### src/rtl/postcode_txq.sv
// POST-port pod engine: answers host REQ pulses with break / preamble / status / data
// framing and sends queued frames back-to-back on chained INPUT commands.
module postcode_txq #(
    parameter int DATA_W       = 8,
    parameter int FIFO_DEPTH   = 16,
    parameter int PREAMBLE     = 2,
    parameter int BREAK_CYCLES = 40,
    parameter int LSB_FIRST    = 0
) (
    input  logic                          refclk,
    input  logic                          nreset,
    input  logic                          testreq,
    output logic                          testack,
    input  logic [DATA_W-1:0]             txin,
    input  logic                          tx_pending,
    output logic                          want_tx,
    input  logic                          rx_ready,
    input  logic                          flush,
    output logic [$clog2(FIFO_DEPTH):0]   fifo_level,
    output logic                          tx_sent,
    output logic                          tx_abort
);
    localparam int AW = $clog2(FIFO_DEPTH);
    localparam int BW = (DATA_W > 1) ? $clog2(DATA_W) : 1;
    localparam int KW = $clog2(BREAK_CYCLES + 1);
    localparam int PW = (PREAMBLE > 1) ? $clog2(PREAMBLE) : 1;

    typedef enum logic [1:0] {PRE, XBIT, YBIT, DATA} state_t;

    state_t            state, state_n;
    logic              req_s1, req_s2, req_d;
    logic              req_fall, brk;
    logic [KW-1:0]     brk_cnt;
    logic [PW-1:0]     pre_cnt, pre_n;
    logic [BW-1:0]     bit_cnt, bit_n;
    logic              ack_n, y, y_n, eval_y, pop, push;
    logic [DATA_W-1:0] shreg, sh_n, head, shifted;
    logic              out_bit;
    logic [DATA_W-1:0] mem [FIFO_DEPTH];
    logic [AW-1:0]     wr_ptr, rd_ptr;

    // Input synchroniser and pulse-edge / break detection
    always_ff @(posedge refclk or negedge nreset) begin
        if (!nreset) begin
            req_s1  <= 1'b0;
            req_s2  <= 1'b0;
            req_d   <= 1'b0;
            brk_cnt <= '0;
        end else begin
            req_s1 <= testreq;
            req_s2 <= req_s1;
            req_d  <= req_s2;
            if (req_s2)
                brk_cnt <= '0;
            else if (brk_cnt != KW'(BREAK_CYCLES))
                brk_cnt <= brk_cnt + KW'(1);
        end
    end

    assign req_fall = req_d & ~req_s2;
    assign brk      = ~req_s2 && (brk_cnt == KW'(BREAK_CYCLES - 1));

    // Transmit queue
    assign push    = tx_pending && want_tx;
    assign want_tx = (fifo_level != (AW + 1)'(FIFO_DEPTH));
    assign head    = mem[rd_ptr];

    always_ff @(posedge refclk or negedge nreset) begin
        if (!nreset) begin
            wr_ptr     <= '0;
            rd_ptr     <= '0;
            fifo_level <= '0;
        end else if (flush) begin
            wr_ptr     <= '0;
            rd_ptr     <= '0;
            fifo_level <= '0;
        end else begin
            if (push) wr_ptr <= wr_ptr + AW'(1);
            if (pop)  rd_ptr <= rd_ptr + AW'(1);
            unique case ({push, pop})
                2'b10:   fifo_level <= fifo_level + (AW + 1)'(1);
                2'b01:   fifo_level <= fifo_level - (AW + 1)'(1);
                default: fifo_level <= fifo_level;
            endcase
        end
    end

    always_ff @(posedge refclk) begin
        if (push && !flush) mem[wr_ptr] <= txin;
    end

    // Protocol FSM: state register
    always_ff @(posedge refclk or negedge nreset) begin
        if (!nreset) begin
            state   <= PRE;
            pre_cnt <= '0;
            bit_cnt <= '0;
            testack <= 1'b0;
            y       <= 1'b0;
        end else begin
            state   <= state_n;
            pre_cnt <= pre_n;
            bit_cnt <= bit_n;
            testack <= ack_n;
            y       <= y_n;
        end
    end

    always_ff @(posedge refclk) begin
        shreg <= sh_n;
    end

    assign out_bit = (LSB_FIRST != 0) ? shreg[0] : shreg[DATA_W-1];
    assign shifted = (LSB_FIRST != 0) ? (shreg >> 1) : (shreg << 1);

    // Next-state logic; y evaluation pops the head into the shift register
    always_comb begin
        state_n = state;
        pre_n   = pre_cnt;
        bit_n   = bit_cnt;
        ack_n   = testack;
        y_n     = y;
        sh_n    = shreg;
        eval_y  = 1'b0;
        pop     = 1'b0;
        if (brk) begin
            state_n = PRE;
            pre_n   = '0;
            bit_n   = '0;
            ack_n   = 1'b0;
            y_n     = 1'b0;
            sh_n    = '0;
        end else if (req_fall) begin
            unique case (state)
                PRE: begin
                    if (pre_cnt == PW'(PREAMBLE - 1)) begin
                        state_n = XBIT;
                        pre_n   = '0;
                        ack_n   = rx_ready;
                    end else begin
                        pre_n = pre_cnt + PW'(1);
                        ack_n = 1'b0;
                    end
                end
                XBIT: begin
                    state_n = YBIT;
                    eval_y  = 1'b1;
                end
                YBIT: begin
                    if (y) begin
                        state_n = DATA;
                        bit_n   = '0;
                        ack_n   = out_bit;
                        sh_n    = shifted;
                    end else begin
                        eval_y = 1'b1;
                    end
                end
                DATA: begin
                    if (bit_cnt == BW'(DATA_W - 1)) begin
                        state_n = YBIT;
                        eval_y  = 1'b1;
                    end else begin
                        bit_n = bit_cnt + BW'(1);
                        ack_n = out_bit;
                        sh_n  = shifted;
                    end
                end
                default: state_n = PRE;
            endcase
        end
        if (eval_y) begin
            y_n   = (fifo_level != '0) && !flush;
            ack_n = y_n;
            pop   = y_n;
            if (y_n) sh_n = head;
        end
    end

    // Output strobes
    always_comb begin
        tx_sent  = req_fall && !brk && (state == DATA) && (bit_cnt == BW'(DATA_W - 1));
        tx_abort = brk && (state == DATA);
    end
endmodule

### config.mk
export PLATFORM = sky130hd
export DESIGN_NAME = postcode_txq
export DESIGN_NICKNAME = d
export VERILOG_FILES = /design/src/rtl/postcode_txq.sv
export SDC_FILE = /design/constraint.sdc
export NUM_CORES = 1
export LEC_CHECK = 0
export BUFFER_PORTS_ARGS = -buffer_cell sky130_fd_sc_hd__buf_2
export CAP_MARGIN = 10
export CELL_PAD_IN_SITES_DETAIL_PLACEMENT = 1
export CELL_PAD_IN_SITES_GLOBAL_PLACEMENT = 1
export CORE_ASPECT_RATIO = 0.5
export CORE_MARGIN = 3
export CORE_UTILIZATION = 53
export CTS_CLUSTER_SIZE = 16
export DETAILED_ROUTE_END_ITERATION = 8
export GPL_ROUTABILITY_DRIVEN = 0
export HOLD_SLACK_MARGIN = 0.08
export PLACE_DENSITY_LB_ADDON = 0.25
export SYNTH_ARGS = -nofsm -noshare
export SYNTH_HDL_FRONTEND = slang
export SYNTH_SLANG_ARGS = --single-unit
### constraint.sdc
create_clock -name refclk -period 4.1 [get_ports refclk]
set_input_delay 1.025 -clock refclk [delete_from_list [all_inputs] [get_ports refclk]]
set_output_delay 1.025 -clock refclk [all_outputs]
set_load 0.02 [all_outputs]
# --- Word-level counts from Yosys, hierarchy flattened ---
# Memory sizes are Yosys's and may differ from the RTL's.
# Cells that the tools add are included.
totals:
  register_bits: 38
  latchBits: 0
  ram_bits: 128
  mem_bits_ro: 0
  in_bits: 14
  mem_count: 1
memory_table:
  columns: ["memory", "depth", "word_bits", "rd", "rd_ports_with_merged_regs", "write_ports", "line_no", "rtl"]
  rows:
  - ["mem", 16, 8, 1, 0, 1, "39", "logic [DATA_W-1:0] mem [FIFO_DEPTH];"]
op_classes:
  add_sub_neg: 7
  n_mul: 0
  div: 0
  magnitude_cmp: 0
  eq_ne: 15
  shift: 0
  mux: 47
  n_bitwise: 2
  reduce_logical: 26
ops:
  columns: ["cell", "count"]
  rows:
  - ["$mux 8", 6]
  - ["$mux 1", 19]
  - ["$mux 4", 4]
  - ["$pmux 8 s2", 1]
  - ["$mux 3", 4]
  - ["$mux 6", 2]
  - ["$ne 3x3->1 const B", 4]
  - ["$reduce_and 4->1", 3]
  - ["$reduce_bool 2->1", 6]
  - ["$mux 2", 5]
  - ["$pmux 5 s2", 1]
  - ["$reduce_bool 5->1", 2]
  - ["$reduce_bool 3->1", 3]
  - ["$add 4x1->4 const B", 2]
  - ["$logic_and 1x1->1", 8]
  - ["$ne 4x4->1 const B", 2]
  - ["$pmux 2 s4", 1]
  - ["$add 6x1->6 const B", 1]
  - ["$eq 2x2->1 const B", 3]
  - ["$eq 6x6->1 const B", 1]
  - ["$ne 6x6->1 const B", 1]
  - ["$pmux 1 s3", 2]
  - ["$pmux 3 s2", 1]
  - ["$add 5x1->5 const B", 1]
  - ["12 further kinds", 14]

# --- Depth between registers and ports, before layout ---
# Gate-level depths: netlist (run 1).
logic_depth:
  ltp_word: 9
  ltp_mapped: 12
  depth_no_buf: 12

# --- Worst setup path after synthesis (run 1) ---
# OpenSTA, ideal clock, no wires.
synth_path:
  path_type: "input to register"
  start: "in flush"
  end: "reg fifo_level[4]"
  setup_time_ns: 0.140
  arrival_time_ns: 3.083
  slack_ns: 0.877
  cell_stages: 9
  n_path_buf: 1
  cell_sequence: "clkbuf_1 > a21o_1 > nor4_4 > xor2_1 > ha_1 > or3_1 > a2111oi_0 > a221o_1 > a221oi_1"
synth_via:
  elab_chain_len: 6
  elab_cells_between_ends: 8
  classes_between: "eq/ne (2); mux (3); reduce/logical (3)"
synth_lines:
  columns: ["element", "line_no", "rtl"]
  rows:
  - ["start: declaration", "18", "input logic flush,"]
  - ["$logic_not 1->1", "173", "y_n = (fifo_level != '0) && !flush;"]
  - ["$logic_and 1x1->1", "173", null]
  - ["$mux 1", "172", "if (eval_y) begin"]
  - ["$eq 2x1->1 or $eq 2x2->1 (tied branches)", "80", "unique case ({push, pop})"]
  - ["$pmux 5 s2", "80", null]
  - ["$mux 5", "73", "end else if (flush) begin"]
  - ["end signal: assignment", "81", "2'b10: fifo_level <= fifo_level + (AW + 1)'(1);"]
  - ["end signal: assignment", "82", "2'b01: fifo_level <= fifo_level - (AW + 1)'(1);"]
  - ["end signal: assignment", "83", "default: fifo_level <= fifo_level;"]
  - ["end: declaration", "19", "output logic [$clog2(FIFO_DEPTH):0] fifo_level,"]
# Parallel ways exist; a longest one is shown, timed or not.
# A chain may end at the register's enable or synchronous reset.

# --- Final worst setup path (run 1) ---
layout_path:
  start: "reg state[1]"
  end: "reg fifo_level[4]"
layout_via:
  elab_chain_len: 8
  elab_cells_between_ends: 12
  classes_between: "eq/ne (5); mux (6); reduce/logical (1)"
layout_lines:
  columns: ["element", "line_no", "rtl"]
  rows:
  - ["start: declaration", "30", "state_t state, state_n;"]
  - ["start signal: assignment", "101", "state <= state_n;"]
  - ["$eq 2x2->1 or $eq 2x1->1 (tied branches)", "134", "unique case (state)"]
  - ["$pmux 1 s3 *", "134", null]
  - ["$mux 1 *", "133", "end else if (req_fall) begin"]
  - ["$mux 1 *", "126", "if (brk) begin"]
  - ["$mux 1 *", "172", null]
  - ["$eq 2x1->1 or $eq 2x2->1 (tied branches)", "80", null]
  - ["$pmux 5 s2", "80", null]
  - ["$mux 5", "73", null]
# Mark *: on every way between the ends. The rest lies on a longest branch, timed or not.

==> parameters.txt, run 1 <==
Parameter                              Value

Status
  Outcome    finished clean

Synthesis
  Post-Synthesis Net Count    462
  Mapped Avg Cell Area    16.4 sq um
  Top FF cell, synth    sky130_fd_sc_hd__edfxtp_1
  YS warnings    0
  Number of enable flip-flop cells after synthesis    128
  Number of distinct library cell variants in the gate-level netlist after synthesis    56
  Async set-reset flop share out of synthesis    18.1%
  Number of storage elements in the synthesis netlist    166
  Part of the Yosys area used for sequential elements    66.9%
  Synthesized instance count    434
  Post-Synthesis Cell Area    7110 sq um

Finish
  Fraction of layout cells with a size suffix above 1    25.9%
  Core Util, Final    62.7%
  Top library cells by usage in the layout, fill and taps aside    128 x sky130_fd_sc_hd__edfxtp_1, 40 x sky130_fd_sc_hd__mux4_2, 34 x sky130_fd_sc_hd__nor2_1, 29 x sky130_fd_sc_hd__dfrtp_1, 25 x sky130_fd_sc_hd__nand2_1
  Ant diodes    0
  Most frequent standard cell in the layout excluding fill and tap cells    sky130_fd_sc_hd__edfxtp_1
  Fin nets    502
  Area growth from synthesis to layout    13.6%
  Final design instance area without fill    8080 sq um

Timing
  Total Negative Setup Slacks    0 ps
  Count of endpoints failing hold in the final timing report    0
  Final Max Slew Viols    0
  RSZ-0062 raised after global routing    no
  Final clock period utilization by the worst path    87.1%
  Setup Skew    13.8 ps
  Clock period minus worst slack    3570 ps
  Slew of the pin with the lowest slew margin    1140 ps
  Endpoints failing setup    0
  WHS    356 ps
  Maximum frequency from static timing analysis    280 MHz
  Tightest slew margin relative to the limit    24.0%

Floorplan
  Core region area    12900 sq um
  IO Pins    23
  Die Height    87.9 microns
  Effective utilization at floorplan    55.2%
  Die area    14900 sq um
  Die boundary width    170 microns
  Standard-cell rows    29

Setup path
  Type of the worst setup path    reg -> reg
  Capture point of the worst reg-to-reg path    fifo_level[4]$_DFFE_PN0P_
  Worst path arrival time    3860 ps
  Critical Path Source Type    register
  Crit end category    register
  Data required time of the worst path    4390 ps
  Reg2reg path depth    10
  Worst setup slack for register-to-register paths    530 ps
  Startpoint of the worst-slack reg-to-reg timing path    state[1]$_DFFE_PN0P_
  Highest fanout seen on the critical path    8

Power
  Cell leakage power    2.80 nW
  Worst-case vdd ir drop    0.338 mV
  Power Density    494 nW/um^2

Global routing
  Pin count of the biggest net entering global routing    31
  Peak-usage layer in the global routing report    met2
  Number of antenna violations at the first check in global routing    0
  Wire length of the first global-routing pass    26800 microns
  Global routing usage on met2    41.3%
  Global routing usage on met3    5.09%
  Met1 demand-to-capacity share in global routing    34.0%
  Total global-route track usage    24.8%
  Via count of the first global-routing pass    4416
  GRT Residual Overflow    0

Placement
  Number of buffers inserted by port buffering    22
  Detail Placement HPWL    10700 microns
  Placed instance area    7500 sq um

Clocking
  TritonCTS clock tree    built
  Resized Gates After CTS    0
  Number of buffers created by CTS    17
  Clk sinks    166
  Clock edge transition at the registers on the reported setup and hold paths    80 ps
  Buffer type at the clock tree root    sky130_fd_sc_hd__clkbuf_16
  Clock tree buffer depth    2
  H-tree depth    4
  Post-CTS setup repair buffer count    0
  Source-to-sink clock delay at the later pin of the worst-skew pair    420 ps
  Hold_buf cts    0

Route
  Via density    6.35
  # DRC    0
  Violation count after the first detailed-route iteration    505
  ANT nets after route    0
  TritonRoute pass-1 iters    6
  Vias post-DR    4173
  WL final    17200 microns
  Routed length per instance    26.2 microns

Min path
  Start point of the worst hold path    req_s1$_DFF_PN0_
  Count of cells along the worst hold path    0
  Worst hold endpoint    req_s2$_DFF_PN0_
  Worst hold path type    reg -> reg

Flow run
  Number of max-cap violations    0
## how the worst max path moves through the flow
stage,startpoint,endpoint,slack (ps),cells after the start
after floorplan,flush,fifo_level[4]$_DFFE_PN0P_,880,9
after global placement,flush,fifo_level[4]$_DFFE_PN0P_,690,9
after detailed placement,flush,fifo_level[4]$_DFFE_PN0P_,560,9
after CTS,state[1]$_DFFE_PN0P_,fifo_level[4]$_DFFE_PN0P_,550,10
after global routing,state[1]$_DFFE_PN0P_,fifo_level[4]$_DFFE_PN0P_,180,10
final,state[1]$_DFFE_PN0P_,fifo_level[4]$_DFFE_PN0P_,530,10
## layer usage
layer | vias up | routed length (microns) | part of all wire [%]
met5 | - | 0 | 0
met4 | 0 | 289 | 1.7
met2 | 128 | 8540 | 50
met1 | 2204 | 7390 | 43
li1 | 1816 | - | -
met3 | 25 | 976 | 5.7
## state kept, by name, indices dropped and copies added, names as in the netlist
signal	flops
brk_cnt	6
mem	128
req_s2	1
wr_ptr	4
bit_cnt	3
state	2
req_d	1
y	1
shreg	8
pre_cnt	1
rd_ptr	4
req_s1	1
testack	1
fifo_level	5
## cell families after synthesis
family,after synthesis,share of synthesized area (%)
DFF,166,66.9
and+or+nand+nor,112,8.29
AOI/OAI and AO/OA,55,5.95
muxes,44,13.2
buffers and inverters,32,1.85
adders and majority gates,14,2.46
xor gates and xnor gates,11,1.35
## cell type report
class                           count  area, sq um
Fill cell                        1151         4800
Sequential cell                   166         4760
Multi-Input combinational cell    236         2230
Clock buffer                       17          425
Timing Repair Buffer               41          253
Tap cell                          170          213
Clock inverter                     15          150
Inverter                           12         45.0
## worst max-delay path, cell delays in order (launching register included)
cell and delay (ps):
sky130_fd_sc_hd__dfrtp_1 490, sky130_fd_sc_hd__ha_1 380, sky130_fd_sc_hd__nand2b_2 160, sky130_fd_sc_hd__a311o_4 450, sky130_fd_sc_hd__nor4_4 460, sky130_fd_sc_hd__xor2_1 120
sky130_fd_sc_hd__ha_1 280, sky130_fd_sc_hd__or3_1 360, sky130_fd_sc_hd__a2111oi_0 450, sky130_fd_sc_hd__a221o_1 220, sky130_fd_sc_hd__a221oi_1 70
## where the power goes
group / internal, mW / switching [mW]
clock: 0.812 / 0.739
combinational: 0.191 / 0.267
sequential: 1.89 / 0.0848
## metrics by stage
step	cells	power (mW)	setup slack, ps
global route	657	4.15	184
global placement	625	2.42	688
CTS	657	4.01	546
floorplan	434	2.31	877
finish	657	3.99	527
detailed placement	625	2.45	555
## synth_stat cells (all sizes together) (2+ instances only)
cell / count / share of area, %
edfxtp: 128 / 54
nor2: 34 / 1.8
nand2b: 6 / 0.67
xor2: 7 / 0.86
nor3: 19 / 1.3
a21oi: 8 / 0.62
nand3: 4 / 0.28
nand3b: 3 / 0.32
a21o: 3 / 0.32
and4: 2 / 0.25
o21ai: 13 / 0.91
xnor2: 4 / 0.49
mux2i: 3 / 0.42
inv: 12 / 0.63
mux4: 40 / 13
nand2: 26 / 1.4
a221oi: 2 / 0.25
dfrtp: 30 / 11
ha: 14 / 2.5
a22o: 2 / 0.25
a31oi: 3 / 0.26
a311oi: 3 / 0.46
clkbuf: 8 / 0.42
nor2b: 2 / 0.18
dfxtp: 8 / 2.3
and3: 4 / 0.35
buf: 12 / 0.79
o2111ai: 2 / 0.25
nor4: 6 / 1.1
a222oi: 7 / 0.99
nand4: 3 / 0.26
No activity file was read; power rests on OpenSTA's default activity.
==> inputs of run 2 (changes only) <==
- CORE_UTILIZATION: 53 -> 48
- GPL_TIMING_DRIVEN: default -> 0
- clock period: 4.1 -> 3 ns (I/O delays scaled with it)
==> run 2 against run 1 <==
Global-route usage shrank 2.1 points. Count of clock-buffer cells in the layout is the same. Worst hold slack gained 1.5 ps. Sequential power grew 36%. Sequential share of layout area shrank 1.4 points. Utilization shrank 3.6 points. Critical endpoint unchanged. Largest power group unchanged. Highest routed layer unchanged.
==> parameters.txt, run 2 (synthesized netlist as in run 1, its figures left out) <==
Parameter                              Value

Status
  Outcome    finished clean

Flow run
  Number of max-cap violations    0

Placement
  Detail Placement HPWL    10900 microns
  # placed instances    650
  Number of buffers inserted by port buffering    21

Finish
  Ant diodes    0
  Register name with the most flops    mem
  Area growth from synthesis to layout    16.3%
  Final Instance Count excl. Fillers    690
  Fraction of layout cells with a size suffix above 1    29.1%
  Top library cells by usage in the layout, fill and taps aside    128 x sky130_fd_sc_hd__edfxtp_1, 40 x sky130_fd_sc_hd__mux4_2, 34 x sky130_fd_sc_hd__nor2_1, 28 x sky130_fd_sc_hd__buf_2, 28 x sky130_fd_sc_hd__dfrtp_1
  Flip-flop count of the largest register, all copies and words added    128
  Biggest registers after layout    mem (128), shreg (8), brk_cnt (6)
  Fin nets    513
  Most frequent standard cell in the layout excluding fill and tap cells    sky130_fd_sc_hd__edfxtp_1

Power
  Total power after layout    5.54 mW
  Cell leakage power    2.83 nW
  Worst-case vdd ir drop    0.436 mV
  Power Density    669 nW/um^2

Route
  WL final    17100 microns
  # DRC    0
  Via density    6.11
  ANT nets after route    0
  Routed length per instance    24.8 microns
  TritonRoute pass-1 iters    5
  Violation count after the first detailed-route iteration    526
  Vias post-DR    4213

Global routing
  Wire length of the first global-routing pass    26700 microns
  Via count of the first global-routing pass    4386
  Pin count of the biggest net entering global routing    31
  Total global-route track usage    22.7%
  GRT Residual Overflow    0
  Number of antenna violations at the first check in global routing    0

Floorplan
  Die area    16400 sq um
  Die boundary width    178 microns
  Standard-cell rows    30
  Die Height    92.1 microns
  Core region area    14000 sq um
  IO Pins    23
  Effective utilization at floorplan    50.8%

Timing
  Final Max Slew Viols    0
  Endpoints failing setup    0
  Tightest slew margin relative to the limit    26.7%
  Setup Skew    11.7 ps
  Clock period minus worst slack    2870 ps
  Count of endpoints failing hold in the final timing report    0
  Maximum frequency from static timing analysis    348 MHz
  Final clock period utilization by the worst path    95.7%
  Slew of the pin with the lowest slew margin    1100 ps
  Total Negative Setup Slacks    0 ps

Setup path
  Critical Path Source Type    register
  Data required time of the worst path    3290 ps
  Crit end category    register
  Highest fanout seen on the critical path    6
  Type of the worst setup path    reg -> reg
  Worst path arrival time    3160 ps

Clocking
  Clk sinks    166
  Hold_buf cts    0
  Number of buffers created by CTS    17
  Buffer type at the clock tree root    sky130_fd_sc_hd__clkbuf_16
  Source-to-sink clock delay at the later pin of the worst-skew pair    440 ps
  Clock tree buffer depth    2
  H-tree depth    4
  TritonCTS clock tree    built
  Clock edge transition at the registers on the reported setup and hold paths    70 ps

Min path
  Worst hold path type    in -> async
==> run 2: cell type report <==
type / count / area, sq um
Fill cell: 1296 / 5730
Buffer: 20 / 98.8
Inverter: 12 / 45.0
Clock inverter: 15 / 156
Clock buffer: 17 / 425
Sequential cell: 166 / 4760
Timing Repair Buffer: 32 / 199
Tap cell: 192 / 240
Multi-Input combinational cell: 236 / 2350
==> run 2: final timing paths <==
check / startpoint / to / slack (ps) / depth (start not counted)
min in group refclk: req_s1$_DFF_PN0_ / req_s2$_DFF_PN0_ / 370 / 0
worst max register to register: state[0]$_DFFE_PN0P_ / fifo_level[4]$_DFFE_PN0P_ / 130 / 11
worst min register to register: req_s1$_DFF_PN0_ / req_s2$_DFF_PN0_ / 370 / 0
worst max-delay path: state[0]$_DFFE_PN0P_ / fifo_level[4]$_DFFE_PN0P_ / 130 / 11
worst min-delay path: nreset / fifo_level[2]$_DFFE_PN0P_ / 360 / 1
max in group asynchronous: nreset / state[0]$_DFFE_PN0P_ / 2150 / 1
==> run 2: metrics by stage <==
stage	area, sq um	hold WS (ps)	worst slack [ps]	util, %
floorplan	7130	331	19.9	-
global placement	7480	346	-340	53.4
detailed placement	7540	352	-350	53.9
CTS	8200	367	1.95	58.6
global route	8270	388	-6.36	59.1
finish	8270	357	128	59.1
==> run 2: per-layer routing <==
| layer | vias up | part of all wire, % | track usage [%] |
|---|---|---|---|
| met1 | 2176 | 42 | 31.0 |
| met3 | 29 | 7.6 | 5.54 |
| met4 | 0 | 1.6 | 8.03 |
| li1 | 1850 | - | - |
| met5 | - | 0 | 0 |
| met2 | 158 | 48 | 35.8 |
==> run 2: critical path: stages, from the launching register on <==
cell,delay [ps]
sky130_fd_sc_hd__dfrtp_2,430
sky130_fd_sc_hd__inv_2,100
sky130_fd_sc_hd__ha_4,150
sky130_fd_sc_hd__nand2b_2,110
sky130_fd_sc_hd__a311o_4,450
sky130_fd_sc_hd__nor4_4,190
sky130_fd_sc_hd__xor2_1,110
sky130_fd_sc_hd__ha_2,220
sky130_fd_sc_hd__or3_1,400
sky130_fd_sc_hd__a2111oi_4,290
sky130_fd_sc_hd__a221o_1,190
sky130_fd_sc_hd__a221oi_1,80
==> run 2: what timing repair did <==
| item | CTS | global route |
|---|---|---|
| buffers inserted | 4 | 4 |
| setup endpoints to repair | 2 | 3 |
| resized for setup | 10 | 9 |
| pin swaps | 5 | 4 |
==> run 2: where the power goes <==
group	internal, mW	switching, mW
logic	0.296	0.406
registers	2.59	0.0958
clock network	1.11	1.04
total	4.00	1.54
